File: src/rtl/jacobi_pkg.sv
// ============================================================================
// jacobi_pkg -- shared FSM state type and pivot-index width helper
// Rev 1.0
// ============================================================================
`default_nettype none

package jacobi_pkg;

  typedef enum logic [2:0] {
    S_IDLE  = 3'd0,
    S_CHECK = 3'd1,
    S_ISSUE = 3'd2,
    S_WAIT  = 3'd3,
    S_DONE  = 3'd4
  } state_t;

  // Width of a pivot index; never below one bit even for a 2x2 matrix.
  function automatic int pair_width(input int n);
    return (n <= 2) ? 1 : $clog2(n);
  endfunction

endpackage

`default_nettype wire

File: src/rtl/pair_gen.sv
// ============================================================================
// pair_gen -- cyclic row-order pivot pair (p,q), p<q, for one Jacobi sweep
// Rev 1.0
// ============================================================================
`default_nettype none

module pair_gen
  import jacobi_pkg::*;
#(
  parameter int N_STOCKS = 4,
  localparam int PW = pair_width(N_STOCKS)
) (
  input  logic          clk,
  input  logic          rst,
  input  logic          advance,
  input  logic          clear,
  output logic [PW-1:0] p,
  output logic [PW-1:0] q,
  output logic          last
);

  localparam logic [PW-1:0] LAST_P = PW'(N_STOCKS - 2);
  localparam logic [PW-1:0] LAST_Q = PW'(N_STOCKS - 1);

  assign last = (p == LAST_P) && (q == LAST_Q);

  always_ff @(posedge clk or posedge rst) begin
    if (rst) begin
      p <= '0;
      q <= PW'(1);
    end else if (clear || (advance && last)) begin
      p <= '0;
      q <= PW'(1);
    end else if (advance) begin
      // End of a row: step to the next row, first column right of the diagonal.
      if (q == LAST_Q) begin
        p <= p + 1'b1;
        q <= p + PW'(2);
      end else begin
        q <= q + 1'b1;
      end
    end
  end

endmodule

`default_nettype wire

File: src/rtl/jacobi_sequencer.sv
// ============================================================================
// jacobi_sequencer -- sweeps Jacobi rotations over a covariance matrix until
// an external convergence flag is seen at a sweep boundary or the limit hits
// Rev 1.0
// ============================================================================
`default_nettype none

module jacobi_sequencer
  import jacobi_pkg::*;
#(
  parameter int WIDTH      = 16,
  parameter int FRACT      = 8,
  parameter int N_STOCKS   = 4,
  parameter int MAX_SWEEPS = 8,
  localparam int PW = pair_width(N_STOCKS),
  localparam int SW = $clog2(MAX_SWEEPS + 1)
) (
  input  logic                                            clk_in,
  input  logic                                            rst_in,
  input  logic                                            start_in,
  input  logic signed [N_STOCKS-1:0][N_STOCKS-1:0][WIDTH-1:0] matrix_in,
  output logic signed [N_STOCKS-1:0][N_STOCKS-1:0][WIDTH-1:0] matrix_out,
  input  logic                                            conv_in,
  output logic                                            rot_valid_out,
  input  logic                                            rot_ready_in,
  output logic [PW-1:0]                                   rot_p_out,
  output logic [PW-1:0]                                   rot_q_out,
  input  logic                                            rot_done_in,
  input  logic signed [N_STOCKS-1:0][N_STOCKS-1:0][WIDTH-1:0] rot_matrix_in,
  output logic                                            busy_out,
  output logic                                            done_out,
  output logic                                            converged_out,
  output logic [SW-1:0]                                   sweeps_out
);

  if (N_STOCKS < 2 || MAX_SWEEPS < 1 || FRACT < 0 || FRACT >= WIDTH) begin : g_param_check
    $error("jacobi_sequencer: illegal parameter combination");
  end

  state_t state;
  logic   pair_clear;
  logic   pair_advance;
  logic   pair_last;

  assign pair_clear   = (state == S_IDLE) && start_in;
  assign pair_advance = (state == S_WAIT) && rot_done_in;

  pair_gen #(
    .N_STOCKS (N_STOCKS)
  ) u_pair_gen (
    .clk     (clk_in),
    .rst     (rst_in),
    .advance (pair_advance),
    .clear   (pair_clear),
    .p       (rot_p_out),
    .q       (rot_q_out),
    .last    (pair_last)
  );

  always_ff @(posedge clk_in or posedge rst_in) begin
    if (rst_in) begin
      state         <= S_IDLE;
      matrix_out    <= '0;
      sweeps_out    <= '0;
      busy_out      <= 1'b0;
      done_out      <= 1'b0;
      converged_out <= 1'b0;
      rot_valid_out <= 1'b0;
    end else begin
      done_out <= 1'b0;
      case (state)
        S_IDLE: begin
          if (start_in) begin
            matrix_out    <= matrix_in;
            sweeps_out    <= '0;
            converged_out <= 1'b0;
            busy_out      <= 1'b1;
            state         <= S_CHECK;
          end
        end
        // Convergence is only trusted at a sweep boundary.
        S_CHECK: begin
          if (conv_in) begin
            converged_out <= 1'b1;
            done_out      <= 1'b1;
            state         <= S_DONE;
          end else if (sweeps_out == SW'(MAX_SWEEPS)) begin
            done_out <= 1'b1;
            state    <= S_DONE;
          end else begin
            rot_valid_out <= 1'b1;
            state         <= S_ISSUE;
          end
        end
        S_ISSUE: begin
          if (rot_ready_in) begin
            rot_valid_out <= 1'b0;
            state         <= S_WAIT;
          end
        end
        S_WAIT: begin
          if (rot_done_in) begin
            matrix_out <= rot_matrix_in;
            if (pair_last) begin
              sweeps_out <= sweeps_out + 1'b1;
              state      <= S_CHECK;
            end else begin
              rot_valid_out <= 1'b1;
              state         <= S_ISSUE;
            end
          end
        end
        S_DONE: begin
          busy_out <= 1'b0;
          state    <= S_IDLE;
        end
        default: state <= S_IDLE;
      endcase
    end
  end

endmodule

`default_nettype wire

File: config.mk
export PLATFORM = sky130hd
export DESIGN_NAME = jacobi_sequencer
export DESIGN_NICKNAME = d
export VERILOG_FILES = /design/src/rtl/jacobi_pkg.sv /design/src/rtl/pair_gen.sv /design/src/rtl/jacobi_sequencer.sv
export SDC_FILE = /design/constraint.sdc
export NUM_CORES = 1
export LEC_CHECK = 0
export BUFFER_PORTS_ARGS = -buffer_cell sky130_fd_sc_hd__buf_2
export CAP_MARGIN = 10
export CORE_AREA = 8 8 297 299
export DETAILED_ROUTE_END_ITERATION = 8
export DIE_AREA = 0 0 305 307
export HOLD_SLACK_MARGIN = 0.08
export PLACE_DENSITY = 0.38
export SLEW_MARGIN = 20
export SYNTH_ARGS = -nofsm -noshare
export SYNTH_HDL_FRONTEND = slang
export SYNTH_HIERARCHICAL = 1
export SYNTH_SLANG_ARGS = --single-unit
File: constraint.sdc
create_clock -name clk_in -period 11.78 [get_ports clk_in]
set_input_delay 0.589 -clock clk_in [delete_from_list [all_inputs] [get_ports clk_in]]
set_output_delay 0.589 -clock clk_in [all_outputs]
set_load 0.01 [all_outputs]
# --- Word level (Yosys, flattened, before mapping) ---
# Cells that the tools add are included.
op_classes:
  bitwise: 0
  div: 0
  n_eq_ne: 15
  n_addsub: 4
  shifts: 0
  n_lt_le_gt_ge: 0
  muxes: 34
  reduce_logical: 19
  mul: 0
op_table:
  columns: ["operator", "n"]
  rows:
  - ["256-bit two-way mux", 2]
  - ["256-bit case mux with 2 select lines", 1]
  - ["3-bit two-way mux", 5]
  - ["2-bit two-way mux", 7]
  - ["2-bit inequality test, second input constant", 7]
  - ["4-bit two-way mux", 3]
  - ["3-bit case mux with 4 select lines", 1]
  - ["1-bit two-way mux", 11]
  - ["2-bit nonzero test", 5]
  - ["3-bit AND reduction", 3]
  - ["4-bit case mux with 2 select lines", 1]
  - ["3-bit by 2-bit equality test with 1-bit output, second input constant", 2]
  - ["6-bit AND reduction", 1]
  - ["2-bit by 1-bit adder with 2-bit output, second input constant", 2]
  - ["4-bit by 1-bit adder with 4-bit output, second input constant", 1]
  - ["2-bit equality test, second input constant", 2]
  - ["4-bit equality test, second input constant", 1]
  - ["1-bit logical AND", 4]
  - ["1-bit case mux with 2 select lines", 2]
  - ["2-bit AND reduction", 2]
  - ["4-bit AND reduction", 1]
  - ["3-bit by 1-bit equality test with 1-bit output, second input constant", 1]
  - ["3-bit equality test, second input constant", 1]
  - ["3-bit zero test", 1]
  - ["other kinds (5)", 5]
word_totals:
  latchBits: 0
  mem_count: 0
  ff_bits: 271
  rom_bits: 0
  mem_bits_rw: 0
  out_inout_bits: 268

# --- Logic depth before layout (Yosys ltp) ---
# Gate-level depths: netlist of the first run.
logic_depth:
  depth_word: 6
  ltp_mapped: 7

# --- Modules after synthesis ---
# The synthesis of the first run kept the hierarchy.
by_module_without_submodules:
  columns: ["module", "cells_each", "seq_area_each_um2", "area_per_inst_um2", "n_inst"]
  rows:
  - ["jacobi_sequencer", 896, 6681.4, 13404.1, 1]
  - ["pair_gen", 22, 101.3, 249.0, 1]

# --- Worst setup path before layout of the first run ---
# OpenSTA, ideal clock, no wires.
synth_path:
  kind: "input port to flip-flop"
  start: "in start_in"
  end: "reg matrix_out[160] (netlist name)"
  required_time_ns: 11.655
  path_buffers: 2
  setup_slack_ns: 9.809
  setup_ns: 0.125
  path_stages: 5
  t_arrival_ns: 1.846
  cell_sequence: "or3b_4 -> a21oi_4 -> buf_4 -> buf_4 -> mux2_2"
synth_between:
  elab_chain_len: 2
synth_lines:
  columns: ["item", "line", "text"]
  rows:
  - ["start: declaration", "jacobi_sequencer.sv:20", "input logic start_in,"]
  - ["2-bit inequality test (no source line)", null, null]
  - ["3-bit AND reduction (no source line)", null, null]
  - ["end signal: assignment", "jacobi_sequencer.sv:74", "matrix_out <= matrix_in;"]
  - ["end signal: assignment", "jacobi_sequencer.sv:103", "matrix_out <= rot_matrix_in;"]
  - ["end: declaration", "jacobi_sequencer.sv:22", "output logic signed [N_STOCKS-1:0][N_STOCKS-1:0][WIDTH-1:0] matrix_out,"]
# No other way between the ends.
# A chain may end at the register's enable or synchronous reset.

# --- Final worst setup path of the first run ---
layout_path:
  start: "reg state[1]"
  end: "reg matrix_out[65] (netlist name)"
layout_between:
  elab_chain_len: 3
  elab_cells_between_ends: 7
layout_lines:
  columns: ["item", "line", "text"]
  rows:
  - ["start: declaration", "jacobi_sequencer.sv:40", "state_t state;"]
  - ["start signal: assignment", "jacobi_sequencer.sv:62", "state <= S_IDLE;"]
  - ["start signal: assignment", "jacobi_sequencer.sv:78", "state <= S_CHECK;"]
  - ["start signal: assignment", "jacobi_sequencer.sv:86", "state <= S_DONE;"]
  - ["3-bit by 2-bit equality test with 1-bit output or 3-bit zero test (tied branches)", "jacobi_sequencer.sv:71", "case (state)"]
  - ["2-bit inequality test (no source line) or 2-bit nonzero test (tied branches)", null, null]
  - ["3-bit AND reduction (no source line)", null, null]
# Parallel ways exist; a longest one is shown, timed or not.

==> metrics.log, run 1 <==
[metrics] result of the run: completed
[metrics] reg2reg end: matrix_out[65]
[metrics] setup repair after global routing missed its margin: no
[metrics] required time reported for the critical path endpoint: 12.18 ns
[metrics] CP Capture Point: matrix_out[65]
[metrics] Pre-antenna DRT Iters: 4
[metrics] total negative setup slack: 0 ns
[metrics] Crit Path Max Fanout: 77
[metrics] antenna violations before repair: 9
[metrics] Layout Utilization: 23.5%
[metrics] total wire length: 52900 um
[metrics] clock root cell: clkbuf_16
[metrics] DRT antenna net count: 0
[metrics] maximum single-stage delay on the critical path: 0.88 ns
[metrics] hold slack final: 0.365 ns
[metrics] Avg Inst Size Synth: 14.9 um2
[metrics] Post-Syn Nets: 1440
[metrics] full die area: 0.0936 mm2
[metrics] WS Path Type: register to register
[metrics] number of nets at the end of the flow: 2214
[metrics] maximum number of pins on one net before global-route repair: 91
[metrics] startpoint of the most critical register-to-register path: state[1]
[metrics] WL per Instance: 18.9 um
[metrics] number of global-route vias before repair: 11699
[metrics] sequential area share after synthesis: 49.7%
[metrics] first-pass GRT wire length: 76300 um
[metrics] total via count after detailed routing: 10437
[metrics] most common cell after layout, fill and taps aside: buf_2
[metrics] Floorplan Core Area: 0.0832 mm2
[metrics] layout overhead on the synthesized area: 43.3%
[metrics] post-layout minimum cycle time: 4.09 ns
[metrics] commonest cells after routing, fill and taps aside: buf_2 (785), mux2_2 (492), dfrtp_1 (270)
[metrics] peak clock frequency supported by timing: 0.245 GHz
[metrics] share of post-route cells with drive strength above 1: 78.8%
[metrics] synthesized instance count: 918
[metrics] headroom to the max-slew limit: 27.6%
[metrics] RD Place Congestion: 0.853
[metrics] worst min-delay path category: input pin to register
[metrics] Total Power Consumption: 5.10 mW
[metrics] category of the worst setup path capture point: register
[metrics] worst clock skew: 0.0108 ns
[metrics] overall die height: 307 um
[metrics] number of cells on the worst reg-to-reg path: 5
[metrics] sort of element at the start of the critical path: register
[metrics] clock tree sinks: 271
[metrics] Pwr per Cell Area: 261 mW/mm2
[metrics] Fillers: 8956
[metrics] global-route total usage across every layer: 10.6%
[metrics] max_cap viols: 0
[metrics] number of endpoints with negative hold slack in the final report: 0
[metrics] horizontal die dimension: 305 um
[metrics] post-placement setup slack: 7.57 ns
[metrics] setup slack of the critical path after layout: 7.69 ns
[metrics] Cell Area, Synth: 0.0137 mm2
[metrics] clock buffers created by TritonCTS: 36
[metrics] DRC viols: 0
[metrics] total number of H-tree levels: 2
[metrics] warnings from Yosys: 6
[metrics] initial cell density of the core: 16.4%
[metrics] IO Pins: 786
[metrics] number of unique standard cell types used by synthesis: 40
[metrics] share of the cycle needed by the critical path after routing: 34.7%
[metrics] post-CTS clock slew at the launch and capture registers of the worst setup and hold paths: 0.05 ns
[metrics] maximum vdd ir drop: 0.118 mV
[metrics] crit path buf inv count: 2
[metrics] slew at the pin closest to its max-slew limit: 1.09 ns
[metrics] mean number of vias per cell: 3.72
[metrics] Setup Viol. Count Final: 0
[metrics] count of instances resized after the clock tree is built: 0
[metrics] leakage power: 9.01 nW
[metrics] arrival time worst endpoint: 4.49 ns
[metrics] total congestion overflow: 0
[metrics] Iter 0 DRT Violations: 413
[metrics] number of core rows: 106
[metrics] buffers from clock root to sink, at most: 3
[metrics] startpoint of the worst setup timing path: state[1]
[metrics] slack of the worst reg-to-reg path: 7.69 ns
[metrics] Worst path depth: 5
[metrics] post-synthesis register bit count: 271
[metrics] Max Transition Viols Final: 0
[metrics] PortBufs: 785
[metrics] TritonCTS clock tree: yes
[metrics] post-detailed-placement half-perimeter wirelength: 42400 um
[metrics] top cell family by delay on the critical path: buffers and inverters
[metrics] slowest cell on the critical path: buf_4
[metrics] Clock Latency Late Sink: 0.52 ns
[metrics] CP Cell Sequence: and3b_4 -> buf_4 -> buf_4 -> mux2_2 -> mux2_2
==> cell type report <==
cell class	count	area (um2)	area share (%)
Sequential cell	271	6780	34.7
Multi-Input combinational cell	576	6230	31.8
Timing Repair Buffer	796	4010	20.5
Tap cell	1080	1350	6.91
Clock buffer	52	1070	5.48
Clock inverter	10	50.0	0.256
Inverter	11	48.8	0.249
Antenna cell	7	17.5	0.0895
==> registers in the layout (all words and copies together) (netlist names) <==
name,flops
busy_out,1
converged_out,1
done_out,1
matrix_out,256
rot_valid_out,1
state,3
sweeps_out,4
u_pair_gen/p,2
u_pair_gen/q,2
==> power by group <==
part	internal [mW]	total [mW]	switching, mW
combinational	1.25	2.40	1.15
clock	0.628	1.05	0.418
sequential	1.42	1.66	0.241
==> through the flow <==
step,cells,instance area (um2)
2_1_floorplan,918,13700
3_3_place_gp,2733,18400
3_5_place_dp,2733,18400
4_1_cts,2796,19500
5_1_grt,2801,19600
6_report,2803,19600
==> worst min path at each step <==
stage	cells past startpoint	endpoint	start	slack, ns
after detailed placement	1	matrix_out[240]	matrix_out[240]	0.47
after global routing	3	converged_out	conv_in	0.34
after global placement	1	matrix_out[243]	matrix_out[243]	0.46
after CTS	3	converged_out	conv_in	0.32
after floorplan	1	u_pair_gen/p[0]	rst_in	0.35
final	3	converged_out	conv_in	0.36
==> layer usage <==
metal	GRT usage [%]	routed length, um	vias to the layer above
li1	-	-	4900
met1	11.1	19200	5054
met3	3.27	3600	76
met4	3.69	1510	2
met2	19.8	28600	405
met5	0	10	-
==> tightest hold or removal path, cell delays in order <==
cell       delay [ns]
buf_2            0.09
a21oi_1          0.05
o2bb2ai_1        0.11
==> synth_stat cells (all sizes together) <==
cell type,count,area [um2]
nor2,5,18.8
o41ai,1,8.76
a21oi,9,56.3
nand2b,3,18.8
o31ai,1,7.51
o21ai,1,5.00
nand2,7,26.3
nand4,2,12.5
a22oi,1,7.51
nor2b,1,6.26
mux2,512,5770
and2,4,25.0
buf,58,599
clkbuf,2,7.51
or2,1,6.26
inv,11,41.3
nand4bb,2,22.5
or4,2,15.0
mux2i,1,10.0
o221ai,2,17.5
dfstp,1,26.3
dfrtp,270,6760
nand3,3,15.0
nand3b,3,22.5
a21bo,2,20.0
o2bb2ai,1,8.76
or3b,2,20.0
or3,1,6.26
and3b,1,8.76
a311oi,2,23.8
a32oi,1,8.76
a31o,1,8.76
ha,4,50.1
==> kinds of logic after synthesis <==
family / count (synthesis) / share of synthesized area [%]
muxes: 513 / 42.3
DFF: 271 / 49.7
buffers and inverters: 71 / 4.75
and+or+nand+nor: 37 / 1.64
AOI/OAI and AO/OA: 22 / 1.26
adders and majority gates: 4 / 0.367
==> what timing repair did <==
item | in CTS | in global routing
buffers inserted | 0 | 0
hold endpoints to repair | 3 | 0
hold buffers | 1 | 0
Note: power is estimated with default switching activity, not from simulation.
==> run 2: changes to the inputs <==
Settings changed: ABC_AREA from default to 1, CORE_AREA 8 8 297 299 to 8 8 302 304, DIE_AREA 0 0 305 307 to 0 0 310 312.
Clock period 11.78 ns to 3.9 ns, I/O delays scaled along.
==> metrics.log, run 2 <==
[metrics] result of the run: completed
[metrics] crit path buf inv count: 2 (unchanged)
[metrics] Clock Latency Late Sink: 0.52 ns (about the same)
[metrics] total number of H-tree levels: 2 (unchanged)
[metrics] clock buffers created by TritonCTS: 36 (unchanged)
[metrics] CP Cell Sequence: nand2_1 -> nor2_4 -> buf_4 -> nand2_1 -> nand2_1 -> dlygate4sd3_1 -> nand2_1 -> nand2_1
[metrics] clock tree sinks: 271 (unchanged)
[metrics] async set-reset flop share out of synthesis: 100% (unchanged)
[metrics] number of global-route vias before repair: 19097 (+63%)
[metrics] total congestion overflow: 0 (unchanged)
[metrics] maximum number of pins on one net before global-route repair: 193 (+110%)
[metrics] Regs by FF count: matrix_out (256), sweeps_out (4), state (3)
[metrics] mean number of vias per cell: 3.95 (+6.0%)
[metrics] grt peak-use layer: met2
[metrics] full die area: 0.0967 mm2 (+3.3%)
[metrics] antenna violations before repair: 10 (+1)
[metrics] Pwr per Cell Area: 708 mW/mm2 (+170%)
[metrics] overall die height: 312 um (+1.6%)
[metrics] max reg flops: 256 (unchanged)
[metrics] Crit Path Max Fanout: 92 (+19%)
[metrics] required time reported for the critical path endpoint: 4.36 ns (-7.82 ns)
[metrics] post-placement setup slack: 1.28 ns (-6.29 ns)
[metrics] RD Place Congestion: 0.787 (-7.8%)
[metrics] worst min-delay path category: input pin to register
[metrics] global routing usage on met1: 17.2% (+6.1 points)
[metrics] area share of the largest cell type after synthesis: 48.1% (-1.4 points)
[metrics] first-pass GRT wire length: 112000 um (+48%)
[metrics] peak clock frequency supported by timing: 0.345 GHz (+41%)
[metrics] Top reg by flops: matrix_out
[metrics] total wire length: 73800 um (+39%)
[metrics] number of nets at the end of the flow: 3796 (+71%)
[metrics] number of core rows: 108 (+1.9%)
[metrics] top cell family by delay on the critical path: buffers and inverters
[metrics] setup repair after global routing missed its margin: no
[metrics] maximum vdd ir drop: 0.485 mV (+310%)
[metrics] post-CTS clock slew at the launch and capture registers of the worst setup and hold paths: 0.06 ns (about the same)
[metrics] PortBufs: 785 (unchanged)
[metrics] area of all placed cells without fillers: 0.0253 mm2 (+29%)
[metrics] commonest cells after routing, fill and taps aside: nand2_1 (1322), buf_2 (785), dlygate4sd3_1 (506)
[metrics] hold slack final: 0.0866 ns (-0.278 ns)
[metrics] DRC viols: 0 (unchanged)
[metrics] buffers from clock root to sink, at most: 3 (unchanged)
[metrics] DRT antenna net count: 0 (unchanged)
[metrics] TritonCTS clock tree: yes
[metrics] worst clock skew: 0.00762 ns (-0.00316 ns)
[metrics] count leader, synth: nand2_1
[metrics] leading cell types by total area after synthesis: dfrtp_1 (48%), nand2_1 (35%), nand3_1 (9.5%), buf_2 (1.5%), clkbuf_1 (1.4%)
[metrics] slew at the pin closest to its max-slew limit: 1.03 ns (-0.0521 ns)
[metrics] share of the cycle needed by the critical path after routing: 74.2% (+40 points)
[metrics] leakage power: 14.2 nW (+58%)
[metrics] met2 track utilization from global routing: 25.3% (+5.5 points)
[metrics] buffers inserted during post-CTS setup optimization: 0 (unchanged)
[metrics] synthesized instance count: 2058 (+120%)
[metrics] setup slack of the critical path after layout: 1.01 ns (-6.69 ns)
[metrics] share of post-route cells with drive strength above 1: 26.6% (-52 points)
[metrics] horizontal die dimension: 310 um (+1.6%)
[metrics] Floorplan Core Area: 0.0862 mm2 (+3.7%)
[metrics] global-route total usage across every layer: 14.6% (+4.0 points)
[metrics] category of the worst setup path capture point: register
[metrics] initial cell density of the core: 16.3% (-0.13 points)
[metrics] IO Pins: 786 (unchanged)
[metrics] cell repeated most along the worst path: nand2_1
[metrics] total negative setup slack: 0 ns (unchanged)
[metrics] sequential area share after synthesis: 48.3% (-1.4 points)
[metrics] Iter 0 DRT Violations: 821 (+99%)
[metrics] post-layout minimum cycle time: 2.89 ns (-1.19 ns)
[metrics] layout overhead on the synthesized area: 80.3%
[metrics] instance area at placement: 0.0191 mm2 (+3.9%)
[metrics] WS Path Type: register to register
[metrics] max_cap viols: 0 (unchanged)
[metrics] sort of element at the start of the critical path: register
[metrics] clock root cell: clkbuf_16
[metrics] number of unique standard cell types used by synthesis: 19 (-53%)
[metrics] arrival time worst endpoint: 3.36 ns (-1.13 ns)
[metrics] EDFF count, synth: 0 (unchanged)
[metrics] WL per Instance: 16.6 um (-12%)
[metrics] total via count after detailed routing: 17591 (+69%)
[metrics] Setup Viol. Count Final: 0 (unchanged)
[metrics] Post-Syn Nets: 2580 (+79%)
[metrics] post-detailed-placement half-perimeter wirelength: 52200 um (+23%)
[metrics] Cell Area, Synth: 0.0140 mm2 (+2.9%)
[metrics] Avg Inst Size Synth: 6.83 um2 (-54%)
[metrics] Max Transition Viols Final: 0 (unchanged)
[metrics] Pre-antenna DRT Iters: 5 (+1)
[metrics] warnings from Yosys: 6 (unchanged)
[metrics] met3 usage in global routing: 3.96% (+0.69 points)
[metrics] maximum single-stage delay on the critical path: 0.76 ns (-0.12 ns)
[metrics] slowest cell on the critical path: buf_4
[metrics] number of endpoints with negative hold slack in the final report: 0 (unchanged)
[metrics] leading cell types by count after synthesis: nand2_1 (1323), dfrtp_1 (270), nand3_1 (268)
[metrics] post-synthesis cell type with the largest combined area: dfrtp_1
[metrics] Total Power Consumption: 17.9 mW (+250%)
[metrics] post-synthesis register bit count: 271 (unchanged)
[metrics] top flip-flop cell by instance count after synthesis: dfrtp_1
[metrics] most common cell after layout, fill and taps aside: nand2_1
[metrics] headroom to the max-slew limit: 31.0% (+3.5 points)
==> run 2: what timing repair did <==
action	in CTS	in global routing
endpoints found under the hold margin	290	0
gates resized for setup	0	0
hold buffers	506	0
==> run 2: path summary, 6_finish.rpt <==
path	endpoint	slack [ns]	cells past startpoint	startpoint
worst min register to register	converged_out	0.47	2	converged_out
worst min-delay path	matrix_out[48]	0.09	5	matrix_in[48]
min in group asynchronous	u_pair_gen/p[1]	0.14	3	rst_in
worst max register to register	matrix_out[22]	1.01	8	state[1]
worst max-delay path	matrix_out[22]	1.01	8	state[1]
max in group asynchronous	matrix_out[115]	2.45	5	rst_in
==> run 2: worst register-to-register path: cells and delay by family (launching register included) <==
family,cells,cell delay (ns)
DFF,1,0.43
buffers and inverters,2,1.32
and+or+nand+nor,6,1.10
==> run 2: kinds of logic (layout without fill, tap and decap cells) <==
logic type / Yosys count / after routing / synth area share [%]
xor+xnor: 1 / 1 / 0.0624
simple gates: 1614 / 1614 / 45.7
other cells: 0 / 7 / 0
fa+ha+maj: 4 / 4 / 0.356
flops: 271 / 271 / 48.3
compound gates: 3 / 3 / 0.107
buf+inv: 165 / 1403 / 5.46
==> run 2: power breakdown <==
part           internal, mW  total, mW  switching, mW
clock network          1.89       3.19           1.30
logic                  4.20       9.91           5.72
registers              4.14       4.83          0.699
total                  10.2       17.9           7.71
==> run 2: final cells by class <==
class,instances,area (um2)
clock inverter,11,85.1
timing repair buffer,1318,9330
sequential,271,6780
tap,1155,1450
multi-input combinational,1622,6520
clock buffer,49,1020
antenna,7,17.5
inverter,25,113
fill,9595,60900
==> run 2: per-stage QoR <==
stage | std cells | util [%]
2_1_floorplan | 2058 | -
3_3_place_gp | 3885 | 22.2
3_5_place_dp | 3885 | 22.2
4_1_cts | 4451 | 29.3
5_1_grt | 4455 | 29.4
6_report | 4458 | 29.4
==> run 2: routing by layer <==
metal  part of all wire [%]  vias up
met5                  0.016        -
met4                    3.8        2
met3                    7.8      119
met2                     48      573
met1                     40     8110
li1                       -     8787
==> run 3: changes to the inputs <==
Clock period 3.9 ns to 2.95 ns, I/O delays scaled along.
==> metrics.log, run 3 (synthesis gave the netlist of run 2 again) <==
[metrics] result of the run: completed
[metrics] antenna violations before repair: 9 (-1)
[metrics] post-placement setup slack: 0.837 ns (-0.442 ns)
[metrics] max reg flops: 256 (unchanged)
[metrics] number of core rows: 108 (unchanged)
[metrics] global-route total usage across every layer: 14.4% (-0.20 points)
[metrics] Pre-antenna DRT Iters: 5 (unchanged)
[metrics] clock tree sinks: 271 (unchanged)
[metrics] total number of H-tree levels: 2 (unchanged)
[metrics] first-pass GRT wire length: 111000 um (-1.6%)
[metrics] total via count after detailed routing: 17646 (+0.31%)
[metrics] headroom to the max-slew limit: 44.3% (+13 points)
[metrics] DRC viols: 0 (unchanged)
[metrics] full die area: 0.0967 mm2 (unchanged)
[metrics] CP Cell Sequence: nand2_1 -> nor2_4 -> buf_12 -> nand2_1 -> nand2_1 -> dlygate4sd3_1 -> nand2_1 -> nand2_1
[metrics] Pwr per Cell Area: 944 mW/mm2 (+33%)
[metrics] Total Power Consumption: 24.2 mW (+35%)
[metrics] overall die height: 312 um (unchanged)
[metrics] slowest cell on the critical path: dlygate4sd3_1
[metrics] PortBufs: 785 (unchanged)
[metrics] cell repeated most along the worst path: nand2_1
[metrics] number of nets at the end of the flow: 3820 (+0.63%)
[metrics] Floorplan Core Area: 0.0862 mm2 (unchanged)
[metrics] TritonCTS clock tree: yes
[metrics] DRT antenna net count: 0 (unchanged)
[metrics] setup slack of the critical path after layout: 0.390 ns (-0.615 ns)
[metrics] commonest cells after routing, fill and taps aside: nand2_1 (1322), buf_2 (785), dlygate4sd3_1 (517)
[metrics] most common cell after layout, fill and taps aside: nand2_1
[metrics] IO Pins: 786 (unchanged)
[metrics] Iter 0 DRT Violations: 782 (-4.8%)
[metrics] area of all placed cells without fillers: 0.0257 mm2 (+1.4%)
[metrics] arrival time worst endpoint: 3.03 ns (-0.33 ns)
[metrics] post-layout minimum cycle time: 2.56 ns (-0.335 ns)
[metrics] maximum number of pins on one net before global-route repair: 140 (-27%)
[metrics] max_cap viols: 0 (unchanged)
[metrics] total congestion overflow: 0 (unchanged)
[metrics] RD Place Congestion: 0.805 (+2.3%)
[metrics] instance area at placement: 0.0193 mm2 (+0.84%)
[metrics] share of the cycle needed by the critical path after routing: 86.8% (+13 points)
[metrics] number of endpoints with negative hold slack in the final report: 0 (unchanged)
[metrics] Setup Viol. Count Final: 0 (unchanged)
[metrics] Regs by FF count: matrix_out (256), sweeps_out (4), state (3)
[metrics] total negative setup slack: 0 ns (unchanged)
[metrics] Crit Path Max Fanout: 124 (+35%)
[metrics] Top reg by flops: matrix_out
[metrics] peak clock frequency supported by timing: 0.391 GHz (+13%)
[metrics] Max Transition Viols Final: 0 (unchanged)
[metrics] clock root cell: clkbuf_16
[metrics] maximum vdd ir drop: 0.550 mV (+13%)
[metrics] buffers from clock root to sink, at most: 3 (unchanged)
[metrics] share of post-route cells with drive strength above 1: 26.9% (+0.23 points)
[metrics] worst min-delay path category: input pin to register
[metrics] sort of element at the start of the critical path: register
[metrics] horizontal die dimension: 310 um (unchanged)
[metrics] category of the worst setup path capture point: register
[metrics] maximum single-stage delay on the critical path: 0.57 ns (-0.19 ns)
[metrics] WS Path Type: register to register
[metrics] layout overhead on the synthesized area: 82.8%
[metrics] total wire length: 73600 um (-0.33%)
[metrics] slew at the pin closest to its max-slew limit: 0.836 ns (-0.198 ns)
[metrics] post-detailed-placement half-perimeter wirelength: 53600 um (+2.7%)
[metrics] WL per Instance: 16.4 um (-0.96%)
[metrics] leakage power: 14.4 nW (+1.2%)
[metrics] required time reported for the critical path endpoint: 3.42 ns (-0.94 ns)
[metrics] post-CTS clock slew at the launch and capture registers of the worst setup and hold paths: 0.06 ns (about the same)
[metrics] clock buffers created by TritonCTS: 36 (unchanged)
[metrics] Clock Latency Late Sink: 0.53 ns (about the same)
[metrics] initial cell density of the core: 16.3% (unchanged)
[metrics] setup repair after global routing missed its margin: no
[metrics] worst clock skew: 0.0101 ns (+0.00244 ns)
[metrics] mean number of vias per cell: 3.93 (-0.31%)
[metrics] number of global-route vias before repair: 18760 (-1.8%)
## run 3: cell types whose count changed in the layout (fill, tap and decap cells not counted), sizes merged
cell         before  now
buf             812  825
dlygate4sd3     506  517
clkbuf           49   55
clkinv            8    4
inv              24   26
bufinv            1    2
clkinvlp          3    2
## run 3: final cells by class
class | count | area [um2]
fillers | 9594 | 60500
inverters | 25 | 113
multi-input cells | 1622 | 6520
diodes | 7 | 17.5
flip-flops and latches | 271 | 6780
clock buffers | 55 | 1080
clock inverters | 9 | 109
well taps | 1155 | 1450
repair buffers | 1342 | 9600
## run 3: critical path, delay by kind of cell (launching register included)
| family | cells | cell delay, ns |
|---|---|---|
| simple gates | 6 | 0.92 |
| buf+inv | 2 | 0.97 |
| flops | 1 | 0.42 |
## run 3: where the power goes
| part | total (mW) | internal (mW) | switching, mW | leakage [nW] |
|---|---|---|---|---|
| clock | 4.46 | 2.71 | 1.75 | 0.585 |
| sequential | 6.40 | 5.47 | 0.934 | 3.40 |
| combinational | 13.4 | 5.74 | 7.65 | 10.4 |
| total | 24.2 | 13.9 | 10.3 | 14.4 |
## run 3: worst paths after layout
check,slack [ns],startpoint,endpoint,cells after the start
hold reg to reg,0.47,converged_out,converged_out,2
setup reg to reg,0.39,state[1],matrix_out[150],8
min in group asynchronous,0.16,rst_in,done_out,3
hold / removal,0.14,matrix_in[230],matrix_out[230],5
max in group asynchronous,1.89,rst_in,matrix_out[35],5
setup / recovery,0.39,state[1],matrix_out[150],8
## run 3: metal layers
layer / vias up / global-route usage, % / wire [um]
met2: 577 / 24.8 / 35500
met5: - / 0 / 0
met4: 0 / 4.84 / 2580
met3: 114 / 3.83 / 5330
li1: 8858 / - / -
met1: 8097 / 17.2 / 30100
## run 3: repair_timing
| action | in CTS | in global routing |
|---|---|---|
| setup buffers | 0 | 0 |
| endpoints found under the hold margin | 397 | 0 |
| hold buffers | 517 | 0 |
| gates resized for setup | 0 | 0 |
| setup endpoints to repair | 0 | 0 |
## run 3: stage by stage
step	instances	hold slack [ns]	utilization [%]
final	4486	0.137	29.8
after global routing	4482	0.146	29.8
after CTS	4479	0.0915	29.8
after detailed placement	3898	0.0998	22.4
after global placement	3898	0.0873	22.4
after floorplan	2058	-0.0871	-
